## src/rtl/piso_tx_scheduler.sv

```systemverilog
// Round-robin scheduler that shares one W-bit PISO between NUM_REQ word producers.
// Each frame is granted in IDLE, loaded in LOAD, qualified over W SHIFT cycles and followed by GAP_CYCLES idle cycles.
module piso_tx_scheduler #(
  parameter int W          = 8,
  parameter int NUM_REQ    = 4,
  parameter int GAP_CYCLES = 1,
  localparam int IDW       = $clog2(NUM_REQ)
) (
  input  logic                   clk,
  input  logic                   reset_n,
  input  logic                   enable,
  input  logic [NUM_REQ-1:0]     req_valid,
  input  logic [NUM_REQ*W-1:0]   req_data,
  output logic [NUM_REQ-1:0]     req_ready,
  output logic                   piso_load,
  output logic [W-1:0]           piso_data,
  output logic                   bit_valid,
  output logic                   busy,
  output logic [IDW-1:0]         grant_id,
  output logic                   frame_done
);

  localparam int CW = (W > 1) ? $clog2(W) : 1;
  localparam logic [CW-1:0] LAST_BIT = CW'(W - 1);
  localparam logic [3:0] GAP_INIT = (GAP_CYCLES > 0) ? 4'(GAP_CYCLES - 1) : 4'd0;

  typedef enum logic [1:0] {
    IDLE  = 2'd0,
    LOAD  = 2'd1,
    SHIFT = 2'd2,
    GAP   = 2'd3
  } state_t;

  state_t          state_reg;
  state_t          state_next;
  logic [IDW-1:0]  rr_ptr_reg;
  logic [IDW-1:0]  grant_id_reg;
  logic [CW-1:0]   bit_cnt_reg;
  logic [3:0]      gap_cnt_reg;
  logic [W-1:0]    data_reg;

  logic [W-1:0]       req_word [NUM_REQ];
  logic [IDW-1:0]     cand_idx [NUM_REQ];
  logic [NUM_REQ-1:0] cand_vld;
  logic               pick_valid;
  logic [IDW-1:0]     pick_idx;

  // Candidate gi is the requester (rr_ptr + 1 + gi) mod NUM_REQ, so the
  // search order always starts just after the last served requester.
  genvar gi;
  generate
    for (gi = 0; gi < NUM_REQ; gi++) begin : g_req
      logic [IDW:0] sum;

      assign req_word[gi] = req_data[gi*W +: W];
      assign sum          = {1'b0, rr_ptr_reg} + (IDW+1)'(gi + 1);
      assign cand_idx[gi] = (sum >= (IDW+1)'(NUM_REQ)) ?
                            IDW'(sum - (IDW+1)'(NUM_REQ)) : sum[IDW-1:0];
      assign cand_vld[gi] = req_valid[cand_idx[gi]];
    end
  endgenerate

  // Lowest candidate position wins, i.e. the first valid one in rotated order.
  always_comb begin
    pick_valid = 1'b0;
    pick_idx   = '0;
    for (int k = NUM_REQ - 1; k >= 0; k--) begin
      if (cand_vld[k]) begin
        pick_valid = 1'b1;
        pick_idx   = cand_idx[k];
      end
    end
  end

  always_ff @(posedge clk or negedge reset_n) begin
    if (!reset_n) begin
      state_reg <= IDLE;
    end else begin
      state_reg <= state_next;
    end
  end

  always_comb begin
    state_next = state_reg;
    case (state_reg)
      IDLE: begin
        if (enable && pick_valid) begin
          state_next = LOAD;
        end
      end
      LOAD: begin
        state_next = SHIFT;
      end
      SHIFT: begin
        if (bit_cnt_reg == '0) begin
          state_next = (GAP_CYCLES > 0) ? GAP : IDLE;
        end
      end
      GAP: begin
        if (gap_cnt_reg == '0) begin
          state_next = IDLE;
        end
      end
      default: begin
        state_next = IDLE;
      end
    endcase
  end

  always_ff @(posedge clk or negedge reset_n) begin
    if (!reset_n) begin
      rr_ptr_reg   <= IDW'(NUM_REQ - 1);
      grant_id_reg <= '0;
      bit_cnt_reg  <= '0;
      gap_cnt_reg  <= '0;
      data_reg     <= '0;
    end else begin
      case (state_reg)
        IDLE: begin
          if (enable && pick_valid) begin
            grant_id_reg <= pick_idx;
          end
        end
        LOAD: begin
          rr_ptr_reg  <= grant_id_reg;
          bit_cnt_reg <= LAST_BIT;
          data_reg    <= req_word[grant_id_reg];
        end
        SHIFT: begin
          if (bit_cnt_reg != '0) begin
            bit_cnt_reg <= bit_cnt_reg - 1'b1;
          end else begin
            gap_cnt_reg <= GAP_INIT;
          end
        end
        GAP: begin
          if (gap_cnt_reg != '0) begin
            gap_cnt_reg <= gap_cnt_reg - 1'b1;
          end
        end
        default: begin
          bit_cnt_reg <= '0;
        end
      endcase
    end
  end

  // All strobes decode from registered state; piso_data passes the granted
  // word straight through during LOAD so the PISO captures it on that edge.
  always_comb begin
    req_ready  = '0;
    piso_load  = 1'b0;
    piso_data  = data_reg;
    bit_valid  = 1'b0;
    busy       = (state_reg != IDLE);
    grant_id   = grant_id_reg;
    frame_done = 1'b0;
    case (state_reg)
      LOAD: begin
        req_ready = {{(NUM_REQ-1){1'b0}}, 1'b1} << grant_id_reg;
        piso_load = 1'b1;
        piso_data = req_word[grant_id_reg];
      end
      SHIFT: begin
        bit_valid  = 1'b1;
        frame_done = (bit_cnt_reg == '0);
      end
      default: begin
        req_ready = '0;
      end
    endcase
  end

endmodule

```

## config.mk

```make
export PLATFORM = sky130hd
export DESIGN_NAME = piso_tx_scheduler
export DESIGN_NICKNAME = d
export VERILOG_FILES = /design/src/rtl/piso_tx_scheduler.sv
export SDC_FILE = /design/constraint.sdc
export NUM_CORES = 1
export LEC_CHECK = 0
export CAP_MARGIN = 25
export CELL_PAD_IN_SITES_DETAIL_PLACEMENT = 0
export CELL_PAD_IN_SITES_GLOBAL_PLACEMENT = 2
export CORE_MARGIN = 2
export CORE_UTILIZATION = 28
export CTS_CLUSTER_DIAMETER = 80
export CTS_CLUSTER_SIZE = 30
export DETAILED_ROUTE_END_ITERATION = 8
export GPL_ROUTABILITY_DRIVEN = 1
export GPL_TIMING_DRIVEN = 0
export PLACE_DENSITY = 0.82
export SLEW_MARGIN = 10
export SYNTH_ARGS = -nofsm -noshare
export SYNTH_HDL_FRONTEND = slang
export SYNTH_SLANG_ARGS = --single-unit
export TNS_END_PERCENT = 100
```

## constraint.sdc

```tcl
create_clock -name clk -period 6.25 [get_ports clk]
set_clock_uncertainty 0.2 [all_clocks]
set_input_delay 1.25 -clock clk [delete_from_list [all_inputs] [get_ports clk]]
set_output_delay 1.25 -clock clk [all_outputs]
set_load 0.005 [all_outputs]
```

[Word level (Yosys, flattened, before mapping)]
Cells that the tools add are included.
Word-level totals
  flip-flop bits (word level): 21
  input port bits: 39
  output and inout bits: 18
  logic and storage cells: 86
Operators by class
  add/subtract/negate cells: 10
  order comparisons: 9
  eq/ne operators: 9
  shift operators: 1
  muxes and demuxes: 37
  bitwise gates (word level): 1
  reductions and logical operators: 13
Operators with widths (number)
  8-bit 2-to-1 mux: 3
  2-bit 2-to-1 mux: 11
  8-bit binary-select mux with 2-bit select: 1
  3-bit >= comparator (second input constant): 5
  2-bit by 3-bit < comparator with 1-bit output (second input constant): 4
  4-bit 2-to-1 mux: 3
  2-bit != test (second input constant): 6
  1-bit 2-to-1 mux: 11
  1-bit binary-select mux with 2-bit select: 4
  2-bit one-hot mux with 4 select lines: 1
  4-bit one-hot mux with 2 select lines: 1
  2-bit by 1-bit subtractor with 2-bit output (second input constant): 4
  2-bit by 2-bit adder with 3-bit output (second input constant): 2
  3-bit one-hot mux with 2 select lines: 1
  3-bit AND reduction: 2
  2-bit nonzero test: 3
  2-bit equality test (second input constant): 2
  4-bit zero test: 1
  2-bit AND reduction: 2
  4-bit nonzero test: 1
  1-bit by 2-bit << shifter with 4-bit output (first input constant): 1
  4-bit by 1-bit subtractor with 4-bit output (second input constant): 1
  2-bit by 1-bit adder with 3-bit output (second input constant): 1
  2-bit by 3-bit adder with 3-bit output (second input constant): 1
  8 further kinds: 8

[Depth between registers and ports, before layout]
Gate-level depths: netlist of the first run.
  word-level depth: 12
  mapped depth: 6
  depth with buffers taken out: 6

[Worst setup path before layout of the first run]
OpenSTA, ideal clock, no wires.
  path kind: input port to output port
  start point: in req_data[24]
  end point: out piso_data[0]
  arrival: 1.967 ns
  required time: 4.800 ns
  slack: 2.833 ns
  stages: 2
  path buffers: 0
  cell sequence: mux4_2 > mux2_2
Between the ends
  cells in the longest elaborated chain, start to end: 4
RTL lines
  start, declared: RTL line 13  | input logic [NUM_REQ*W-1:0] req_data,
  8-bit binary-select mux with 2-bit select: RTL line 162  | piso_data = req_word[grant_id_reg];
  8-bit 2-to-1 mux (implied by the code) (2 in a row): RTL line 162
  8-bit 2-to-1 mux: RTL line 158  | case (state_reg)
  end, declared: RTL line 16  | output logic [W-1:0] piso_data,
No other way between the ends. The select of a mux whose other input is x is not followed.

[Worst setup path in the final report of the first run]
  start point: in req_data[30]
  end point: out piso_data[6]
Same word-level chain as after synthesis.

==> results.md, run 1 <==
- Power Density: about 440 mW/mm²
- Avg Cell Area, Syn: ~11 µm²
- Outcome: finished, final reports clean
- Fin Hold WS: between 0.2 and 0.3 ns
- Hold Startpoint: bit_cnt_reg[1]$_DFFE_PN0P_
- CTS sink count: 21
- DP Wirelength: 2.76 mm
- Hold endpoint: bit_cnt_reg[1]$_DFFE_PN0P_
- Leakage power: between 0.8 and 0.9 nW
- Pin count of the biggest net entering global routing: 22
- Global-route wire length before repair: between 5 and 6 mm
- FF+latch count, synth: 21
- CTS tree: done
- Clock Root Buffer: clkbuf_8
- Worst Path Max Fanout: 2
- Max-Cap Viols: 0
- Design area: just over 0.002 mm²
- Measured slew at the worst slew-check pin: roughly 0.49 ns
- Sequential standard cell area: ~530 µm²
- Clk_lat worst skew: 0.26 ns
- DR pass1 iterations: 4
- Die footprint: between 0.005 and 0.006 mm²
- Fmax: 0.231 GHz
- PortBufs: between 50 and 60
- R2r setup slk: approximately 4.1 ns
- Seq/Total Area, Yosys: around two fifths
- HP Class: reg2reg
- Share of the synthesized area in the top cell type: about a third
- Initial antenna violation count: 0
- Tot GR Track Use: a little over an eighth
- Synthesized net count: around 170
- # resized after CTS: 0
- RSZ-0062 raised after global routing: no
- ANT nets after route: 0
- Hold_buf cts: 0
- Max FFs per register: 8
- Synth area leader: dfrtp_1
- Gr busiest metal: met2
- # diodes: 0
- VDD IR max: about 110 µV
- Post-route clock period utilization: just under 70%
- Vias in the first global route: 1250
- Hold path depth: 2
- Post-CTS Repair Setup Buffers: 0
- Initial Util: between 20 and 30%
- Number of warnings issued by yosys: 0
- Total CTS buffers: 3
- Worst r2r path cells: 5
- H-tree depth: 1
- Core ar.: 0.00469 mm²
- Vias per std cell: around 5
- Multi-input gate area: approximately 760 µm²
- Wirelength per Cell: about 15 µm
- Max-slew headroom: between 60% and 70%
- Util after Layout: between 40 and 50%
- Filler cells: about 450
- Die Wd: 73.6 µm
- Worst Path Required: between 4 and 5 ns
- Via count: about 1100
- Placed cell areas: around 0.0020 mm²
- # setup viols final: 0
- CTS clock-pin slew for the worst setup and hold paths: around 0.080 ns
- Met2 usage: between 20% and 30%
- Slew Limit Fails: 0
- Worst R2R Start: state_reg[1]$_DFFE_PN0P_
- Layout cells sized above 1: 17.3%
- Endpoints failing hold: 0
- Grt total ovfl: 0
- Minimum clock period: between 4 and 5 ns
- Grt met1 use: approximately 15%
- FF-to-FF End: data_reg[0]$_DFF_PN0_
- Placer congestion estimate: just over 0.8
- Setup TNS: 0 ns
- Die Span Y: 73.6 µm
- Synthesized instance count: between 100 and 150
- Crit. End Element: output pin
- Crit Path Category: in2out
- Layout Nets: 227
- Detailed Route WL: around 3.4 mm
- Starting DRT DRC Count: 55
- CP arrival: 2.89 ns
- Largest cells by area after synthesis: dfrtp_1 35%, mux4_2 13%, mux2_2 8.3%, ha_1 7.4%, dfstp_2 3.9%
- Critical path startpoint category: primary input
- Max clock buf depth: 2
- Rows: 25
- Cell area after synthesis: about 0.0014 mm²
- Area growth syn-to-layout: 51.7%
- # IOs: between 50 and 60
- Synth unique cells: 36
- DRC viols: 0
- GRT met3 Usage: around 1.4%
-- through the flow --
step	cells	worst slack, ns	power [W]
after global placement	228	1.91	0.000805
after detailed placement	228	1.90	0.000822
after global routing	233	1.86	0.000978
after floorplan	118	2.83	0.000587
after CTS	232	1.90	0.000917
final	233	1.91	0.000902
-- cells in the mapped netlist --
library cell,n
clkbuf_1,2
nor2_1,8
mux2_2,10
a311oi_1,1
nand3_2,1
a2bb2oi_1,1
o21ai_0,6
mux4_2,8
inv_1,12
a31o_1,1
o221ai_1,1
or4_4,1
o32a_1,1
mux2_4,1
ha_1,8
or2b_1,1
nand3_1,1
a31o_2,1
mux2i_1,3
nor3_1,3
and4bb_1,1
nand2b_1,5
dfstp_2,2
a21oi_1,5
a32oi_1,1
nor3b_1,1
dfrtp_1,19
buf_1,1
o22ai_1,1
a211oi_2,1
buf_6,1
and3_1,1
nand2_1,5
nand2b_4,1
nor4bb_1,1
a21o_1,1
-- critical path, stage by stage --
cell and delay [ns]:
clkdlybuf4s50_1 0.41, mux4_2 0.48, mux2_2 0.29, clkdlybuf4s50_1 0.46
-- layer usage --
layer / routed length [µm] / share of wire [%]
met1: 1430 / 42
met2: 1790 / 53
met3: 139 / 4.1
met4: 51 / 1.5
met5: 0 / 0
-- cell type report --
cell class	count	area share, %
Buffer	4	1.09
Clock buffer	4	2.19
Inverter	12	2.19
Multi-Input combinational cell	81	37.0
Sequential cell	21	25.7
Tap cell	54	3.28
Timing Repair Buffer	57	28.6
-- power breakdown --
group | leakage (nW) | total (W) | switching [W] | internal (W)
combinational | 0.585 | 0.000553 | 0.000231 | 0.000321
sequential | 0.243 | 0.000259 | 0.0000495 | 0.000210
clock | 0.0228 | 0.0000899 | 0.0000445 | 0.0000454
-- cell usage in the layout, fill, tap and decap left out, drive strengths merged, types with 2 or more instances in the layout --
cell           instances
nand2b                 6
ha                     8
nand2                  5
clkbuf                 6
clkdlybuf4s50         56
mux2i                  3
a21oi                  5
mux2                  11
nand3                  2
dfstp                  2
a31o                   2
inv                   12
dfrtp                 19
nor3                   3
o21ai                  6
buf                    3
mux4                   8
nor2                   8
-- worst max-delay path by stage --
stage / from / endpoint / slack (ns) / cells past startpoint
after floorplan: req_data[24] / piso_data[0] / 2.83 / 2
after CTS: req_data[30] / piso_data[6] / 1.90 / 4
final: req_data[30] / piso_data[6] / 1.91 / 4
after detailed placement: req_data[30] / piso_data[6] / 1.90 / 4
after global placement: req_data[31] / piso_data[7] / 1.91 / 4
after global routing: req_data[30] / piso_data[6] / 1.86 / 4
-- kinds of logic after synthesis --
kind of cell	share of synthesized area [%]
and+or+nand+nor	13.2
DFF	38.9
muxes	24.9
adders and majority gates	7.38
AOI/OAI and AO/OA	10.6
buffers and inverters	4.98
No activity file was read; power rests on OpenSTA's default activity.
==> run 2: changes to the inputs <==
- CORE_UTILIZATION: 28 -> 26
- PLACE_DENSITY: 0.82 -> 0.76
- clock period: 6.25 -> 4.52 ns (I/O delays scaled with it)
==> results.md, run 2 (same netlist as run 1, synthesis figures left out) <==
- Max FFs per register: 8
- H-tree depth: 1
- Die Wd: ~76 µm
- Vias per std cell: roughly 4.6
- # diodes: 0
- Critical path startpoint category: flop
- Core ar.: 0.00507 mm²
- Hold_buf cts: 0
- Minimum clock period: 3.68 ns
- CTS tree: done
- ANT nets after route: 0
- Final Power: between 0.001 and 0.0015 W
- Util after Layout: around 41%
- Max-Cap Viols: 0
- Endpoints failing hold: 0
- Via count: roughly 1200
- Starting DRT DRC Count: 33
- Pre-CTS setup slack: 0.874 ns
- DRC viols: 0
- Worst Path Max Fanout: 10
- Placer congestion estimate: roughly 0.78
- CTS clock-pin slew for the worst setup and hold paths: 0.08 ns
- RSZ-0062 raised after global routing: no
- Detailed Route WL: about 3.4 mm
- Wirelength per Cell: 13.8 µm
- Layout cells sized above 1: between 10% and 20%
- HP Class: reg2reg
- CP arrival: approximately 2.6 ns
- Post-route clock period utilization: about four fifths
- PortBufs: 56
- Power Density: 598 mW/mm²
- # setup viols final: 0
- Initial Util: 26.7%
- Grt total ovfl: 0
- VDD IR max: slightly below 200 µV
- Global-route wire length before repair: between 5 and 6 mm
- # IOs: 57
- Layout Cells excl Fill: around 250
- Setup TNS: 0 ns
- Clock Root Buffer: clkbuf_8
- Rows: 26
- Most common cell after layout, fill and taps aside: clkdlybuf4s50_1
- CTS sink count: 21
- # resized after CTS: 0
- Cells after DPL: 244
- Die Span Y: ~76 µm
- Crit. End Element: output pin
- Outcome: finished, final reports clean
- Fmax: about 0.27 GHz
- DR pass1 iterations: 4
- Pin count of the biggest net entering global routing: 22
- Vias in the first global route: around 1200
- Crit Path Category: reg2out
- Total CTS buffers: 3
- Measured slew at the worst slew-check pin: between 0.4 and 0.5 ns
- Most frequent cells in the layout: 56 x clkdlybuf4s50_1, 19 x dfrtp_1, 12 x inv_1, 10 x mux2_2
- Post-CTS Repair Setup Buffers: 0
- Max clock buf depth: 2
- Area growth syn-to-layout: 53.1%
- Initial antenna violation count: 0
- Worst Path Required: between 3 and 4 ns
- Final worst setup slack: 0.842 ns
- Max-slew headroom: 68.4%
- DP Wirelength: 2.77 mm
- Layout Nets: 227
- Clk_lat worst skew: between 0.2 and 0.3 ns
- Leakage power: between 0.8 and 0.9 nW
- Slew Limit Fails: 0
- Die footprint: 0.00581 mm²
- Tot GR Track Use: 12.1%
## run 2: cell counts in the layout (fill, tap and decap cells not counted)
Identical to the previous run, type by type.
## run 2: through the flow
step	instance area [µm²]	hold WS, ns
floorplan	1360	0.256
global placement	2000	0.271
detailed placement	2000	0.287
CTS	2050	0.306
global route	2080	0.320
finish	2080	0.299
## run 2: cell type report
type / instances / area, µm²
plain buffers: 4 / 22.5
clock buffers: 4 / 45.0
fillers: 506 / 3000
inverters: 12 / 45.0
multi-input cells: 81 / 761
flip-flops and latches: 21 / 528
well taps: 70 / 87.6
repair buffers: 57 / 588
## run 2: worst max-delay path, cell delays in order (launching register included)
cell	delay [ns]
dfrtp_1	0.42
inv_1	0.09
ha_1	0.16
clkbuf_1	0.37
clkbuf_1	0.40
mux2_2	0.40
clkdlybuf4s50_1	0.46
## run 2: where the power goes
part,switching (W),internal (W),total (W),leakage (nW)
Sequential,0.0000682,0.000290,0.000358,0.243
Clock,0.0000618,0.0000628,0.000125,0.0228
Combinational,0.000315,0.000444,0.000759,0.585
## run 2: final timing paths
kind	start	end	slack (ns)	depth (start not counted)
worst min-delay path	data_reg[7]$_DFF_PN0_	data_reg[7]$_DFF_PN0_	0.30	1
min in group asynchronous	reset_n	gap_cnt_reg[3]$_DFFE_PN0P_	0.73	1
worst max register to register	state_reg[1]$_DFFE_PN0P_	data_reg[0]$_DFF_PN0_	2.35	5
max in group asynchronous	reset_n	rr_ptr_reg[0]$_DFFE_PN1P_	2.88	2
worst min register to register	data_reg[7]$_DFF_PN0_	data_reg[7]$_DFF_PN0_	0.30	1
worst max-delay path	state_reg[1]$_DFFE_PN0P_	piso_data[3]	0.84	6
## run 2: layer usage
metal	GRT usage, %	wire length, µm	vias to the layer above	part of all wire [%]
li1	-	-	552	-
met1	14.3	1450	563	42
met2	22.4	1800	31	53
met3	1.66	128	5	3.7
met4	4.36	48	0	1.4
met5	0	0	-	0
